File: config.mk
export PLATFORM = sky130hd
export DESIGN_NAME = bb_uart_frame_rx
export DESIGN_NICKNAME = d
export VERILOG_FILES = /design/src/rtl/bb_pkg.sv /design/src/rtl/bb_uart_rx_byte.sv /design/src/rtl/bb_uart_frame_rx.sv
export SDC_FILE = /design/constraint.sdc
export NUM_CORES = 1
export LEC_CHECK = 0
export BUFFER_PORTS_ARGS = -buffer_cell sky130_fd_sc_hd__buf_2
export CAP_MARGIN = 20
export CORE_ASPECT_RATIO = 0.8
export CORE_MARGIN = 8
export CORE_UTILIZATION = 30
export DETAILED_ROUTE_END_ITERATION = 8
export GPL_TIMING_DRIVEN = 0
export MAX_ROUTING_LAYER = met4
export PLACE_DENSITY = 0.54
export RECOVER_POWER = 25
export SLEW_MARGIN = 25
export SYNTH_ARGS = -nofsm -noshare
export SYNTH_HDL_FRONTEND = slang
export SYNTH_SLANG_ARGS = --single-unit
File: constraint.sdc
create_clock -name clk -period 2.44 [get_ports clk]
set_input_delay 0.122 -clock clk [delete_from_list [all_inputs] [get_ports clk]]
set_output_delay 0.122 -clock clk [all_outputs]
set_load 0.02 [all_outputs]
File: src/rtl/bb_pkg.sv
// bb_pkg: shared constants and state encodings for the bus-bridge UART receive path.
// The RX_PARITY state exists only when BB_RX_PARITY_EN is defined.
package bb_pkg;
    localparam logic [6:0] BB_HDR_SYNC   = 7'h55;
    localparam logic       BB_MODE_READ  = 1'b0;
    localparam logic       BB_MODE_WRITE = 1'b1;

    typedef enum logic [2:0] {
        RX_IDLE,
        RX_START,
        RX_DATA,
`ifdef BB_RX_PARITY_EN
        RX_PARITY,
`endif
        RX_STOP
    } rx_state_t;

    typedef enum logic [1:0] {
        FR_HDR,
        FR_ADDR,
        FR_DATA,
        FR_HOLD
    } frame_state_t;
endpackage

File: src/rtl/bb_uart_rx_byte.sv
// bb_uart_rx_byte: synchronised 8N1 byte receiver; 8E1 when BB_RX_PARITY_EN is defined.
// Emits one-cycle rx_stb for a good byte and rx_err for a framing or parity fault.
module bb_uart_rx_byte
    import bb_pkg::*;
#(
    parameter int CLKS_PER_BIT = 16
) (
    input  logic       clk,
    input  logic       rstn,
    input  logic       u_rx,
    output logic [7:0] rx_data,
    output logic       rx_stb,
    output logic       rx_err,
    output logic       rx_busy
);
    localparam int CW = $clog2(CLKS_PER_BIT);
    localparam logic [CW-1:0] HALF = CW'(CLKS_PER_BIT / 2 - 1);
    localparam logic [CW-1:0] FULL = CW'(CLKS_PER_BIT - 1);

    rx_state_t st, st_n;
    logic s1, s2, s3;
    logic [CW-1:0] cnt, cnt_n;
    logic [2:0] bit_i, bit_n;
    logic [7:0] sh_n;
    logic stb_n, err_n;

    always_ff @(posedge clk or negedge rstn) begin
        if (!rstn) begin
            {s1, s2, s3} <= 3'b111;
            st <= RX_IDLE;
            cnt <= '0;
            bit_i <= '0;
            rx_data <= '0;
            rx_stb <= 1'b0;
            rx_err <= 1'b0;
        end else begin
            {s1, s2, s3} <= {u_rx, s1, s2};
            st <= st_n;
            cnt <= cnt_n;
            bit_i <= bit_n;
            rx_data <= sh_n;
            rx_stb <= stb_n;
            rx_err <= err_n;
        end
    end

    always_comb begin
        st_n = st;
        cnt_n = cnt + 1'b1;
        bit_n = bit_i;
        sh_n = rx_data;
        stb_n = 1'b0;
        err_n = 1'b0;
        case (st)
            RX_IDLE: begin
                cnt_n = '0;
                if (s3 && !s2) st_n = RX_START;
            end
            RX_START: if (cnt == HALF) begin
                cnt_n = '0;
                bit_n = '0;
                st_n = s2 ? RX_IDLE : RX_DATA;
            end
            RX_DATA: if (cnt == FULL) begin
                cnt_n = '0;
                sh_n = {s2, rx_data[7:1]};
                bit_n = bit_i + 1'b1;
`ifdef BB_RX_PARITY_EN
                if (bit_i == 3'd7) st_n = RX_PARITY;
`else
                if (bit_i == 3'd7) st_n = RX_STOP;
`endif
            end
`ifdef BB_RX_PARITY_EN
            RX_PARITY: if (cnt == FULL) begin
                cnt_n = '0;
                err_n = s2 != ^rx_data;
                st_n = err_n ? RX_IDLE : RX_STOP;
            end
`endif
            RX_STOP: if (cnt == FULL) begin
                cnt_n = '0;
                st_n = RX_IDLE;
                stb_n = s2;
                err_n = !s2;
            end
            default: st_n = RX_IDLE;
        endcase
    end

    assign rx_busy = st != RX_IDLE;
endmodule

File: src/rtl/bb_uart_frame_rx.sv
// bb_uart_frame_rx: assembles header/address/write-data bytes into one valid/ready bus request.
// Even-parity framing is enabled by defining BB_RX_PARITY_EN.
module bb_uart_frame_rx
    import bb_pkg::*;
#(
    parameter int CLKS_PER_BIT = 16,
    parameter int ADDR_WIDTH   = 16,
    parameter int DATA_WIDTH   = 8
) (
    input  logic                  clk,
    input  logic                  rstn,
    input  logic                  u_rx,
    output logic                  req_valid,
    input  logic                  req_ready,
    output logic                  req_mode,
    output logic [ADDR_WIDTH-1:0] req_addr,
    output logic [DATA_WIDTH-1:0] req_wdata,
    output logic                  frame_err,
    output logic                  busy
);
    localparam int NB = ADDR_WIDTH / 8;

    frame_state_t fs, fs_n;
    logic [7:0] rx_data, idx, idx_n;
    logic rx_stb, rx_err, rx_busy;
    logic mode_n, err_n;
    logic [ADDR_WIDTH-1:0] addr_n;
    logic [DATA_WIDTH-1:0] wdata_n;

    bb_uart_rx_byte #(.CLKS_PER_BIT(CLKS_PER_BIT)) u_byte (
        .clk(clk),
        .rstn(rstn),
        .u_rx(u_rx),
        .rx_data(rx_data),
        .rx_stb(rx_stb),
        .rx_err(rx_err),
        .rx_busy(rx_busy)
    );

    always_ff @(posedge clk or negedge rstn) begin
        if (!rstn) begin
            fs <= FR_HDR;
            idx <= '0;
            req_mode <= BB_MODE_READ;
            req_addr <= '0;
            req_wdata <= '0;
            frame_err <= 1'b0;
        end else begin
            fs <= fs_n;
            idx <= idx_n;
            req_mode <= mode_n;
            req_addr <= addr_n;
            req_wdata <= wdata_n;
            frame_err <= err_n;
        end
    end

    // Receiver errors always pulse frame_err; only ADDR/DATA abandon the frame on them.
    always_comb begin
        fs_n = fs;
        idx_n = idx;
        mode_n = req_mode;
        addr_n = req_addr;
        wdata_n = req_wdata;
        err_n = rx_err;
        case (fs)
            FR_HDR: if (rx_stb) begin
                if (rx_data[7:1] == BB_HDR_SYNC) begin
                    fs_n = FR_ADDR;
                    mode_n = rx_data[0];
                    addr_n = '0;
                    wdata_n = '0;
                    idx_n = '0;
                end else err_n = 1'b1;
            end
            FR_ADDR: if (rx_err) fs_n = FR_HDR;
            else if (rx_stb) begin
                addr_n = ADDR_WIDTH'({req_addr, rx_data});
                idx_n = idx + 1'b1;
                if (idx == 8'(NB - 1)) fs_n = req_mode == BB_MODE_WRITE ? FR_DATA : FR_HOLD;
            end
            FR_DATA: if (rx_err) fs_n = FR_HDR;
            else if (rx_stb) begin
                wdata_n = DATA_WIDTH'(rx_data);
                fs_n = FR_HOLD;
            end
            FR_HOLD: begin
                if (rx_stb) err_n = 1'b1;
                if (req_ready) fs_n = FR_HDR;
            end
            default: fs_n = FR_HDR;
        endcase
    end

    assign req_valid = fs == FR_HOLD;
    assign busy = fs != FR_HDR || rx_busy;
endmodule
== Word-level counts from Yosys, hierarchy flattened ==
Index checks and enable logic that the tools add are counted.

* Output and inout port bits: 28
* Word-level logic and storage cells: 106
* Register bits after elaboration: 59
* Bits of input ports: 4

* Add/sub/neg operators: 3
* Mux-type cells: 44
* Equal/unequal tests: 26
* Reduce and logical (&&, ||, !) cells: 18

{| class="wikitable"
|+ Operators by type and width
! operator !! count
|-
| two-way mux 16 bit || 4
|-
| two-way mux 8 bit || 6
|-
| one-hot mux 16 bit (2 select lines) || 1
|-
| one-hot mux 8 bit (2 select lines) || 2
|-
| two-way mux 3 bit || 7
|-
| two-way mux 2 bit || 9
|-
| != test 2 x 1 -> 1 bit (second input constant) || 9
|-
| AND reduction 5 bit || 3
|-
| one-hot mux 3 bit (4 select lines) || 1
|-
| one-hot mux 4 bit (3 select lines) || 1
|-
| adder 8 x 1 -> 8 bit (second input constant) || 1
|-
| == test 8 x 1 -> 1 bit (second input constant) || 1
|-
| two-way mux 1 bit || 8
|-
| two-way mux 4 bit || 2
|-
| one-hot mux 2 bit (4 select lines) || 1
|-
| nonzero test 2 bit || 4
|-
| == test 7 bit (second input constant) || 1
|-
| == test 3 x 2 -> 1 bit (second input constant) || 2
|-
| != test 2 bit (second input constant) || 3
|-
| != test 3 x 1 -> 1 bit (second input constant) || 2
|-
| one-hot mux 3 bit (2 select lines) || 1
|-
| AND reduction 3 bit || 2
|-
| AND reduction 6 bit || 1
|-
| adder 4 x 1 -> 4 bit (second input constant) || 1
|-
| 17 further kinds || 18
|}

== Depth between registers and ports, before layout ==
* Depth in word-level cells: 5
* Depth in mapped cells: 9
* Gate-level depth less buffers: 6

== By module ==
A second synthesis with hierarchy kept.

* Cell total of the unflattened synthesis: 262
* Area, all modules: 2836.5 um^2

{| class="wikitable"
|+ By module, submodules not included
! module !! times used !! sequential area each (um^2) !! area each (um^2) !! cells each
|-
| bb_uart_frame_rx || 1 || 900.9 || 1920.6 || 193
|-
| bb_uart_rx_byte || 1 || 554.3 || 915.9 || 69
|}

== Least setup slack after synthesis ==
No wires, ideal clock.

* Path kind: register to register
* Start: register fs[0]
* End: register fs[0]
* Clock period less this slack: 1.809 ns
* Cell stages (with the launch flop): 7
* Slack: 0.631 ns
* Data arrival time: 1.683 ns
* Required time: 2.314 ns
* Path through: dfrtp_1 ha_1 buf_2 and2b_1 a21boi_0 or2_2 o32a_1

* Word-level cells in the longest chain between the ends: 3
* Elaborated cells between the ends (all ways): 12
* Classes of those cells: eq/ne: 9; mux: 1; reduce/logical: 2

{| class="wikitable"
|+ RTL lines
! item !! RTL line !! text
|-
| start: declaration || bb_uart_frame_rx.sv:23 || <nowiki>frame_state_t fs, fs_n;</nowiki>
|-
| start signal: assignment || bb_uart_frame_rx.sv:49 || <nowiki>fs <= fs_n;</nowiki>
|-
| == test 2 x 1 -> 1 bit (tied with other cells) || bb_uart_frame_rx.sv:66 || <nowiki>case (fs)</nowiki>
|-
| != test 3 x 1 -> 1 bit (no source line) (tied with other cells) || n/a ||
|-
| AND reduction 6 bit (no source line) || n/a ||
|}

Parallel ways exist; a longest one is shown, timed or not.
A chain may end at the register's enable or synchronous reset.

== Final worst setup path ==
* Start: register fs[1]
* End: register idx[6]

* Word-level cells in the longest chain between the ends: 3
* Elaborated cells between the ends (all ways): 9
* Classes of those cells: eq/ne: 5; mux: 1; reduce/logical: 3

{| class="wikitable"
|+ RTL lines
! item !! RTL line !! text
|-
| == test 2 x 1 -> 1 bit or logical NOT 2 bit (tied branches) || bb_uart_frame_rx.sv:66 ||
|-
| != test 2 x 1 -> 1 bit (no source line) (tied with other cells) || n/a ||
|-
| AND reduction 5 bit (no source line) || n/a ||
|-
| end signal: assignment || bb_uart_frame_rx.sv:50 || <nowiki>idx <= idx_n;</nowiki>
|-
| end: declaration || bb_uart_frame_rx.sv:24 || <nowiki>logic [7:0] rx_data, idx, idx_n;</nowiki>
|}

Parallel ways exist; a longest one is shown, timed or not.

==> summary.md <==
| Metric | Value |
|---|---|
| Status | `completed` |
| Cell Rows | `32` |
| Period Utilization, post-route | `86.3%` |
| CTS HTree Levels | `3` |
| Clock network fraction of total power | `43.2%` |
| Sequential group share of total power | `37.1%` |
| Int Pwr | `2090 µW` |
| Arr. time, crit path | `2.28 ns` |
| Leak pwr | `0.00156 µW` |
| Slowest CP cell | `dfrtp_1` |
| # port buffers | `31` |
| Fin. max-slew vios | `0` |
| IR drop worst, VDD | `0.000499 V` |
| Most frequent cells in the layout | `dfrtp_1, o21ai_0, nand2_1, clkbuf_1, inv_1` |
| Sw frac | `28.5%` |
| Antenna cell count | `0` |
| Final Hold Vio Count | `0` |
| Max Fclk | `475 MHz` |
| Initial Utilization | `30.2%` |
| DRC | `0` |
| Commonest register cell after synthesis | `dfrtp_1` |
| Synth Instances | `286` |
| Critical Path Max Stage Delay | `0.39 ns` |
| Die height | `103 µm` |
| Die Wd | `125 µm` |
| Clock Pin Slew Worst Setup and Hold Paths | `0.05 ns` |
| Wire per inst | `14.4 µm` |
| Drt pass-1 iters | `4` |
| Mapped Avg Cell Area | `10.0 µm²` |
| Setup CP Type | `flip-flop to flip-flop` |
| DP HPWL | `4590 µm` |
| Clk_skew | `0.00528 ns` |
| Ys async rst share | `100%` |
| Register area share after synthesis | `50.7%` |
| Tmin final | `2.10 ns` |
| TNS Setup | `0 ns` |
| Switching power | `834 µW` |
| First-pass GRT wire length | `11000 µm` |
| Core box area | `0.00949 mm²` |
| Clock Sinks | `58` |
| CP Max Fanout | `10` |
| Worst slew pin tran | `1.45 ns` |
| Post-Syn Area | `0.00287 mm²` |
| Nets | `348` |
| Initial antenna violation count | `0` |
| Worst-skew pair later-pin latency | `0.33 ns` |
| CTS tree | `done` |
| Syn nets | `304` |
| Data required, critical path | `2.62 ns` |
| CP startpoint kind | `flip-flop` |
| Largest net degree at the start of global routing | `59` |
| Slew margin rel. | `3.57%` |
| CTS root buf | `clkbuf_16` |
| EDFF count, synth | `0` |
| Routability cong. | `0.756` |
| Via density | `4.84` |
| Remaining global-route overflow | `0` |
| Vias in the first global route | `2242` |
| CTS Buf Count | `9` |
| Area grow syn2layout | `20.9%` |
| # Max-Cap Violations | `0` |
| Cell Pwr Density | `845 mW/mm²` |
| DRT Wirelength | `6530 µm` |
| Post-CTS Resized | `0` |
| Yosys cell types | `43` |
| Area of the die | `0.0130 mm²` |
| Tot GR Track Use | `11.1%` |
| ANT nets after route | `0` |
| Commonest non-fill, non-tap cell in the layout | `dfrtp_1` |
| # setup viols final | `0` |
| Setup Buffers After CTS | `0` |
| CP endpoint kind | `flip-flop` |
| CP cell instances | `inv_1 -> ha_1 -> buf_2 -> nor2b_1 -> o21ai_1 -> clkbuf_1 -> o41ai_1 -> a21oi_1` |
| Combinational cell fraction of total power | `19.7%` |
| Ratio of cells with drive above 1 in the final layout | `13.4%` |
| Yosys Warn Count | `0` |
| Iter 0 DRT Violations | `98` |
| Tot Pwr | `2930 µW` |
| Num ports | `32` |
| CTS Buffer Depth | `2` |
| Yosys reg bits | `58` |
| RSZ-0062 raised after global routing | `no` |
| HP Class | `input pin to flip-flop` |
| Via Count | `2196` |
| Post-CTS Hold Buffers | `2` |
-- through the flow --
stage                     hold WS (ns)  cell area, µm²  worst slack (ns)  std cells  util, %
after floorplan                 -0.174            2870             0.631        286        -
after global placement           0.231            3170             0.398        436     33.4
after detailed placement         0.231            3170             0.331        436     33.5
after CTS                        0.281            3500             0.330        454     36.9
after global routing             0.303            3470             0.105        454     36.5
final                            0.302            3470             0.335        454     36.5
-- path summary, 6_finish.rpt --
| path | startpoint | end | slack [ns] | depth (start not counted) |
|---|---|---|---|---|
| min | req_ready | fs[1] | 0.30 | 4 |
| max reg2reg | fs[1] | idx[6] | 0.34 | 8 |
| min reg2reg | u_byte.s1 | u_byte.s2 | 0.36 | 0 |
| min in group asynchronous | rstn | req_wdata[5] | 0.68 | 2 |
| max | fs[1] | idx[6] | 0.34 | 8 |
| max in group asynchronous | rstn | idx[0] | 0.89 | 2 |
-- power groups by stage --
stage | logic (µW) | clock network (µW) | registers, µW
after floorplan | 433 | 0 | 1080
after global placement | 556 | 0 | 1090
after detailed placement | 580 | 0 | 1100
after CTS | 589 | 1300 | 1090
after global routing | 667 | 1340 | 1090
final | 578 | 1260 | 1090
-- area by class of cell --
cell class | count | area (µm²)
Timing Repair Buffer | 33 | 144
Fill cell | 962 | 6020
Buffer | 14 | 66.3
Clock buffer | 11 | 253
Inverter | 20 | 75.1
Tap cell | 119 | 149
Sequential cell | 58 | 1460
Multi-Input combinational cell | 194 | 1270
Clock inverter | 5 | 52.6
-- state kept, by name (all words and copies together) (netlist names) --
name / flops
u_byte.cnt: 4
u_byte.s3: 1
u_byte.st: 2
u_byte.bit_i: 3
u_byte.rx_stb: 1
idx: 8
req_addr: 16
req_mode: 1
u_byte.s1: 1
u_byte.rx_data: 8
fs: 2
req_wdata: 8
u_byte.s2: 1
frame_err: 1
u_byte.rx_err: 1
-- cell families (layout without fill, tap and decap cells) --
family | Yosys count | after routing | synth area share (%)
AO/OA/AOI/OAI | 71 | 71 | 14.2
adder cells (fa/ha/maj) | 14 | 14 | 6.11
multiplexers | 22 | 22 | 8.16
buffers and inverters | 34 | 83 | 4.93
AND/OR/NAND/NOR | 85 | 85 | 15.2
XOR/XNOR | 2 | 2 | 0.611
flip-flops | 58 | 58 | 50.7
-- worst max-delay path, delay by kind of cell (launching register included) --
family	cells	cell delay (ns)
AO/OA/AOI/OAI	3	0.61
AND/OR/NAND/NOR	1	0.23
buffers and inverters	3	0.55
adder cells (fa/ha/maj)	1	0.16
flip-flops	1	0.39
-- Yosys cell counts (2+ instances only) --
library cell / count / share of area (%)
mux2i_1: 11 / 3.8
o22ai_1: 3 / 0.65
nand3_1: 6 / 1.0
buf_2: 5 / 0.87
or2_2: 2 / 0.44
mux2_2: 11 / 4.3
o21ai_0: 43 / 7.5
ha_1: 14 / 6.1
or3_1: 3 / 0.65
o31ai_1: 2 / 0.52
and3_1: 4 / 0.87
a21oi_1: 9 / 1.6
nor3_1: 3 / 0.52
clkbuf_1: 8 / 1.0
nor2b_1: 2 / 0.44
o211ai_1: 3 / 0.79
nand2_1: 37 / 4.8
or4_1: 4 / 1.0
inv_1: 20 / 2.6
dfrtp_1: 55 / 48
nand2b_1: 8 / 1.7
dfstp_2: 3 / 2.7
o21bai_1: 2 / 0.52
nor2_1: 9 / 1.2
-- routing by layer --
layer	global-route usage, %	vias up	share of wire [%]
met5	-	-	0
li1	-	1082	-
met2	16.9	38	45
met4	3.64	0	1.1
met1	13.7	1069	49
met3	4.05	7	4.8
No activity file was read; power rests on OpenSTA's default activity.
